$ cat config.mk
export PLATFORM = sky130hd
export DESIGN_NAME = cordic_update_stage
export DESIGN_NICKNAME = d
export VERILOG_FILES = /design/src/rtl/cordic_update_stage.sv
export SDC_FILE = /design/constraint.sdc
export NUM_CORES = 1
export LEC_CHECK = 0
export BUFFER_PORTS_ARGS = -buffer_cell sky130_fd_sc_hd__buf_2
export CAP_MARGIN = 10
export CORE_MARGIN = 2
export CORE_UTILIZATION = 35
export DETAILED_ROUTE_END_ITERATION = 6
export PLACE_DENSITY = 0.5
export RECOVER_POWER = 25
export SKIP_LAST_GASP = 1
export SLEW_MARGIN = 20
export SYNTH_ARGS = -nofsm -noshare
export SYNTH_HDL_FRONTEND = slang
export SYNTH_SLANG_ARGS = --single-unit
$ cat constraint.sdc
create_clock -name clk -period 0.8 [get_ports clk]
set_input_delay 0.16 -clock clk [delete_from_list [all_inputs] [get_ports clk]]
set_output_delay 0.16 -clock clk [all_outputs]
set_load 0.01 [all_outputs]
$ cat src/rtl/cordic_update_stage.sv
// One registered rotation-mode CORDIC micro-rotation: steers currentAngle toward wantedAngle.
// Define CORDIC_UPDATE_SAT_EN to saturate nx/ny on signed overflow; by default they wrap.
module cordic_update_stage #(
    parameter int WIDTH   = 32,
    parameter int FPSHIFT = 28
) (
    input  logic                    clk,
    input  logic                    rst_n,
    input  logic signed [WIDTH-1:0] wantedAngle,
    input  logic        [4:0]       iterate,
    input  logic signed [WIDTH-1:0] x,
    input  logic signed [WIDTH-1:0] y,
    input  logic signed [WIDTH-1:0] currentAngle,
    input  logic signed [WIDTH-1:0] atan,
    output logic signed [WIDTH-1:0] nangle,
    output logic signed [WIDTH-1:0] nx,
    output logic signed [WIDTH-1:0] ny
);

    // FPSHIFT only documents the number format; reject nonsensical values early.
    if (FPSHIFT < 0 || FPSHIFT >= WIDTH) begin : g_bad_fpshift
        $error("cordic_update_stage: FPSHIFT must lie in [0, WIDTH-1]");
    end

    logic                    w_dir_pos;
    logic                    w_shift_big;
    logic signed [WIDTH-1:0] w_x_sh;
    logic signed [WIDTH-1:0] w_y_sh;
    logic signed [WIDTH-1:0] w_nangle;
    logic signed [WIDTH-1:0] w_a   [2];
    logic signed [WIDTH-1:0] w_b   [2];
    logic                    w_add [2];
    logic signed [WIDTH-1:0] w_res [2];

    logic signed [WIDTH-1:0] r_nx;
    logic signed [WIDTH-1:0] r_ny;
    logic signed [WIDTH-1:0] r_nangle;

    // Equal angles rotate clockwise (d = -1).
    assign w_dir_pos   = currentAngle < wantedAngle;
    assign w_shift_big = int'(iterate) >= WIDTH;

    always_comb begin
        w_x_sh = x >>> iterate;
        w_y_sh = y >>> iterate;
        if (w_shift_big) begin
            w_x_sh = {WIDTH{x[WIDTH-1]}};
            w_y_sh = {WIDTH{y[WIDTH-1]}};
        end
    end

    // Lane 0 is x (adds y>>>i when d=+1), lane 1 is y (adds x>>>i when d=-1).
    assign w_a[0]   = x;
    assign w_b[0]   = w_y_sh;
    assign w_add[0] = w_dir_pos;
    assign w_a[1]   = y;
    assign w_b[1]   = w_x_sh;
    assign w_add[1] = !w_dir_pos;

    for (genvar gi = 0; gi < 2; gi++) begin : g_lane
`ifdef CORDIC_UPDATE_SAT_EN
        localparam logic [WIDTH-1:0] SMAX = {1'b0, {(WIDTH-1){1'b1}}};
        localparam logic [WIDTH-1:0] SMIN = {1'b1, {(WIDTH-1){1'b0}}};
        logic [WIDTH:0] w_ext;
        assign w_ext = w_add[gi]
                     ? ({w_a[gi][WIDTH-1], w_a[gi]} + {w_b[gi][WIDTH-1], w_b[gi]})
                     : ({w_a[gi][WIDTH-1], w_a[gi]} - {w_b[gi][WIDTH-1], w_b[gi]});
        // Disagreeing top two bits of the extended result mean signed overflow.
        assign w_res[gi] = (w_ext[WIDTH] != w_ext[WIDTH-1])
                         ? (w_ext[WIDTH] ? SMIN : SMAX)
                         : w_ext[WIDTH-1:0];
`else
        assign w_res[gi] = w_add[gi] ? (w_a[gi] + w_b[gi]) : (w_a[gi] - w_b[gi]);
`endif
    end

    assign w_nangle = w_dir_pos ? (currentAngle + atan) : (currentAngle - atan);

    always_ff @(posedge clk or negedge rst_n) begin
        if (!rst_n) begin
            r_nx     <= '0;
            r_ny     <= '0;
            r_nangle <= '0;
        end else begin
            r_nx     <= w_res[0];
            r_ny     <= w_res[1];
            r_nangle <= w_nangle;
        end
    end

    assign nx     = r_nx;
    assign ny     = r_ny;
    assign nangle = r_nangle;

endmodule

Yosys cells after proc, flatten, opt, wreduce, memory -nomap -nowiden. Index checks and enable logic that the tools add are counted. Widths: inputs -> output; s select.

$add $sub $neg: 6. Multipliers: 0. Div/mod/pow operators: 0. Order comparisons: 1. Equality and inequality tests: 0. Shifts and indexed selects: 2. Mux-type cells: 3. Bitwise operators: 0. Reduce and logical (&&, ||, !) cells: 0.

Operator list (number): $add 32x32->32 (3); $mux 32 (3); $sub 32x32->32 (3); $sshr 32x5->32 (2); $lt 32x32->1 (1).

Bits in registers: 96. Bits in latches: 0. Memory bits (writable): 0. ROM bits: 0. Bits of input ports: 167. Output and inout bits: 96. Logic and storage cells: 15. Memories: 0.

Depth between registers and ports, before layout.
Depth after elaboration: 3. Depth in mapped cells: 30. Depth with buffers taken out: 24.

Worst setup path after synthesis. No wires, ideal clock.

Path type: input port to flip-flop. Start point: in iterate[4]. End point: reg r_ny[23] (netlist: ny[23]). Library setup time: 0.131 ns. Data arrival time: 5.387 ns. Data required time: 0.669 ns. Setup slack: -4.718 ns. Stages: 27. Buffers on the path: 7. Path through: clkbuf_1 -> buf_1 -> buf_4 -> buf_2 -> buf_2 -> buf_1 -> clkbuf_1 -> a211oi_1 -> a21oi_1 -> ha_1 -> inv_1 -> or4bb_1 -> nor4_4 -> nand2_1 -> nand2_1 -> xnor2_1 -> ha_1 -> a211oi_1 -> nor2_1 -> nor2_1 -> nand2_1 -> o31ai_1 -> a31oi_1 -> o211a_1 -> o21ai_0 -> nand2_1 -> xor2_1.

RTL lines: start: declaration (line 10) `input logic [4:0] iterate,`; end signal: assignment (line 86) `r_ny <= w_res[1];`; end: declaration (line 36) `logic signed [WIDTH-1:0] r_ny;`.

==> impl_metrics.json <==
{
  "fin_nets": 3018,
  "grt_overflow": 0,
  "final_area_um2": 25900,
  "cts_tree": "done",
  "slew_viol_final": 0,
  "finalSetupViolations": 191,
  "post-route-worst-setup-slack_ns": -3.99,
  "grt_start_max_net_pins": 48,
  "pwr-share-clk": 0.081,
  "viasPerCell": 5.43,
  "switching_power_uw": 22200,
  "worstHoldPathType": "in -> reg",
  "grt_first_pass_wirelength_um": 101000,
  "p_int_uw": 30300,
  "multi_input_area_um2": 13900,
  "netlist_instances": 1698,
  "fin_crit_ns": 4.79,
  "dieArea_um2": 43700,
  "path_clk_slew_ns": 0.07,
  "path_class": "in -> reg",
  "hold_ws_ns": 0.0456,
  "rsz0062_at_grt": "true",
  "ff_latch_area_um2": 2400,
  "number_of_optimization_iterations_in_the_first_detailed_route_pass": 5,
  "yosysSeqAreaShare": 0.163,
  "asyncSetResetFlopFracSynth": 1.00,
  "ys_types": 90,
  "die_y_um": 209,
  "grt_antenna_before_repair": 0,
  "numCtsBuffers": 9,
  "netlist_area_um2": 14700,
  "end_kind": "flip-flop",
  "core.rowCount": 75,
  "combinationalPowerShare": 0.766,
  "vdd_drop_max_mv": 1.77,
  "core_area_um2": 41800,
  "hpwl_um": 53700,
  "mappedNetlistNets": 2001,
  "failed_checks": "setup timing",
  "tightest_pin_transition_ns": 0.624,
  "place.gp.congestion": 0.965,
  "status": "finished with violations",
  "drt_iter0_markers": 975,
  "arrival_time_at_the_worst_endpoint_ns": 5.07,
  "via_count_of_the_first_global_routing_pass": 17948,
  "layout_common_cells": "sky130_fd_sc_hd__buf_4 (724), sky130_fd_sc_hd__buf_2 (234), sky130_fd_sc_hd__nor2_1 (110), sky130_fd_sc_hd__nand2_1 (97), sky130_fd_sc_hd__dfrtp_1 (96)",
  "finalHoldViolCount": 0,
  "critical_path.max_fanout": 8,
  "power_frac_seq": 0.152,
  "swShare": 0.423,
  "total_power_uw": 52600,
  "ys_ff_latch": 96,
  "leakage_uw": 0.0122,
  "die-width_um": 209,
  "edff_count_synth": 0,
  "clk_sink_count": 96,
  "number_of_buffers_added_on_ports": 262,
  "maxClockFrequency_ghz": 0.209,
  "routed-via-count": 17673,
  "tns_ns": -317.30,
  "post-route-period-util": 5.98,
  "synth_top_flop_cell": "sky130_fd_sc_hd__dfrtp_1",
  "layout_commonest_cell": "sky130_fd_sc_hd__buf_4",
  "startpoint_type": "primary input",
  "placement.setup.worst_slack_ns": -4.88,
  "cp.required_ns": 1.08,
  "ctsRootBufferMaster": "sky130_fd_sc_hd__clkbuf_16",
  "cts_htree_levels": 3,
  "drt.antenna.violating_nets": 0,
  "io-pin-count": 263,
  "antenna-diode-count": 0,
  "timing.slew.headroom": 0.584,
  "max_cap_violations": 0,
  "synth-warning-count": 0,
  "clock_path_buffers": 2,
  "syn_avg_cell_area_um2": 8.66,
  "syn_to_final_growth_pct": 76.4,
  "postPlaceCellArea_um2": 22200,
  "grt_usage": 0.299,
  "route.detailed.drc": 0,
  "cell_area_power_density_nw_per_um2": 2030,
  "initial_utilization": 0.352,
  "routed_wire_length_per_instance_um": 21.2,
  "final_layout_size_suffix_gt1_frac": 0.582,
  "num-fill-cells": 3639,
  "drt_wl_total_um": 69100
}
==> path summary, 6_finish.rpt <==
kind | slack, ns | from | end | cells after the start
worst max-delay path | -3.99 | iterate[1] | ny[30] | 24
worst min-delay path | 0.05 | x[0] | nx[0] | 2
max in group asynchronous | 0.03 | rst_n | ny[2] | 3
min in group asynchronous | 0.41 | rst_n | nangle[10] | 3
==> synthesized netlist by cell type (9+ instances only) <==
master	instances	area share
sky130_fd_sc_hd__nand2_1	118	0.030
sky130_fd_sc_hd__a211oi_1	21	0.011
sky130_fd_sc_hd__o21ai_0	100	0.034
sky130_fd_sc_hd__dfrtp_1	96	0.16
sky130_fd_sc_hd__o31ai_1	16	0.0082
sky130_fd_sc_hd__ha_1	133	0.11
sky130_fd_sc_hd__nor2b_1	23	0.0098
sky130_fd_sc_hd__o211ai_1	12	0.0061
sky130_fd_sc_hd__nor3_1	35	0.012
sky130_fd_sc_hd__clkbuf_1	39	0.010
sky130_fd_sc_hd__or3_1	11	0.0047
sky130_fd_sc_hd__o21a_1	20	0.010
sky130_fd_sc_hd__xor2_1	62	0.037
sky130_fd_sc_hd__nand2b_1	18	0.0077
sky130_fd_sc_hd__nand3_1	25	0.0085
sky130_fd_sc_hd__and2_1	21	0.0089
sky130_fd_sc_hd__a211o_1	12	0.0071
sky130_fd_sc_hd__o22ai_1	12	0.0051
sky130_fd_sc_hd__o211a_1	9	0.0061
sky130_fd_sc_hd__xnor2_1	103	0.061
sky130_fd_sc_hd__a221oi_1	14	0.0083
sky130_fd_sc_hd__a31oi_1	29	0.012
sky130_fd_sc_hd__nand4_1	14	0.0060
sky130_fd_sc_hd__a21oi_1	137	0.047
sky130_fd_sc_hd__inv_1	87	0.022
sky130_fd_sc_hd__buf_2	17	0.0058
sky130_fd_sc_hd__a21o_1	42	0.021
sky130_fd_sc_hd__and3_1	14	0.0060
sky130_fd_sc_hd__mux4_2	72	0.11
sky130_fd_sc_hd__nor2_1	143	0.036
sky130_fd_sc_hd__o21bai_1	9	0.0046
sky130_fd_sc_hd__mux2_2	33	0.025
sky130_fd_sc_hd__mux2i_1	55	0.037
sky130_fd_sc_hd__buf_4	13	0.0066
==> routing by layer <==
layer  track usage  part of all wire
met1         0.382              0.43
met2         0.521              0.50
met3        0.0326             0.044
met4         0.112             0.034
met5             0                 0
==> flip-flops by register name, summed over array words and instances, names as in the netlist <==
register / count
nangle: 32
nx: 32
ny: 32
==> area by class of cell <==
| class | instances | share of cell area |
|---|---|---|
| timing repair buffer | 1088 | 0.324 |
| clock buffer | 10 | 0.00882 |
| clock inverter | 4 | 0.000916 |
| inverter | 89 | 0.0138 |
| multi-input combinational | 1431 | 0.534 |
| tap | 539 | 0.0260 |
| sequential | 96 | 0.0926 |
==> through the flow <==
step,cells,utilization
2_1_floorplan,1698,-
4_1_cts,3197,0.573
6_report,3257,0.621
3_5_place_dp,3127,0.532
5_1_grt,3257,0.621
3_3_place_gp,3127,0.532
==> worst max-delay path: stages <==
cell                       delay [ns]
sky130_fd_sc_hd__buf_16          0.14
sky130_fd_sc_hd__buf_12          0.15
sky130_fd_sc_hd__mux4_2          0.52
sky130_fd_sc_hd__nand2_1         0.09
sky130_fd_sc_hd__and3_4          0.21
sky130_fd_sc_hd__a21oi_4         0.04
sky130_fd_sc_hd__a21oi_2         0.17
sky130_fd_sc_hd__ha_2            0.22
sky130_fd_sc_hd__inv_2           0.03
sky130_fd_sc_hd__or4bb_4         0.54
sky130_fd_sc_hd__nor4_4          0.29
sky130_fd_sc_hd__buf_6           0.17
sky130_fd_sc_hd__nand4_1         0.19
sky130_fd_sc_hd__nor2_4          0.19
sky130_fd_sc_hd__buf_6           0.12
sky130_fd_sc_hd__a21oi_2         0.05
sky130_fd_sc_hd__xnor2_1         0.15
sky130_fd_sc_hd__mux2i_1         0.13
sky130_fd_sc_hd__ha_2            0.22
sky130_fd_sc_hd__or3_4           0.39
sky130_fd_sc_hd__o211ai_1        0.29
sky130_fd_sc_hd__nand2_1         0.15
sky130_fd_sc_hd__a221o_1         0.32
sky130_fd_sc_hd__xor2_1          0.14
==> power groups by stage <==
stage	Sequential [uW]	Combinational (uW)	Clock, uW
detailed placement	8010	31600	0
global route	8220	43100	4560
floorplan	9290	15400	0
CTS	7940	34900	4450
global placement	7960	31400	0
finish	8010	40300	4260
==> kinds of logic (layout without fill, tap and decap cells) <==
logic type,count (synthesis),after routing,share of synthesized area
AOI/OAI and AO/OA,508,508,0.228
xor gates and xnor gates,165,165,0.0982
adders and majority gates,136,136,0.117
buffers and inverters,171,1191,0.0543
DFF,96,96,0.163
muxes,169,169,0.188
and+or+nand+nor,453,453,0.151
==> repair_timing <==
item,in CTS,in global routing
cloned,1,3
hold buffers,1,0
setup endpoints to repair,191,191
setup buffers,59,79
gates resized for setup,208,328
pin swaps,158,266
hold endpoints to repair,96,0
No activity file was read; power rests on OpenSTA's default activity.
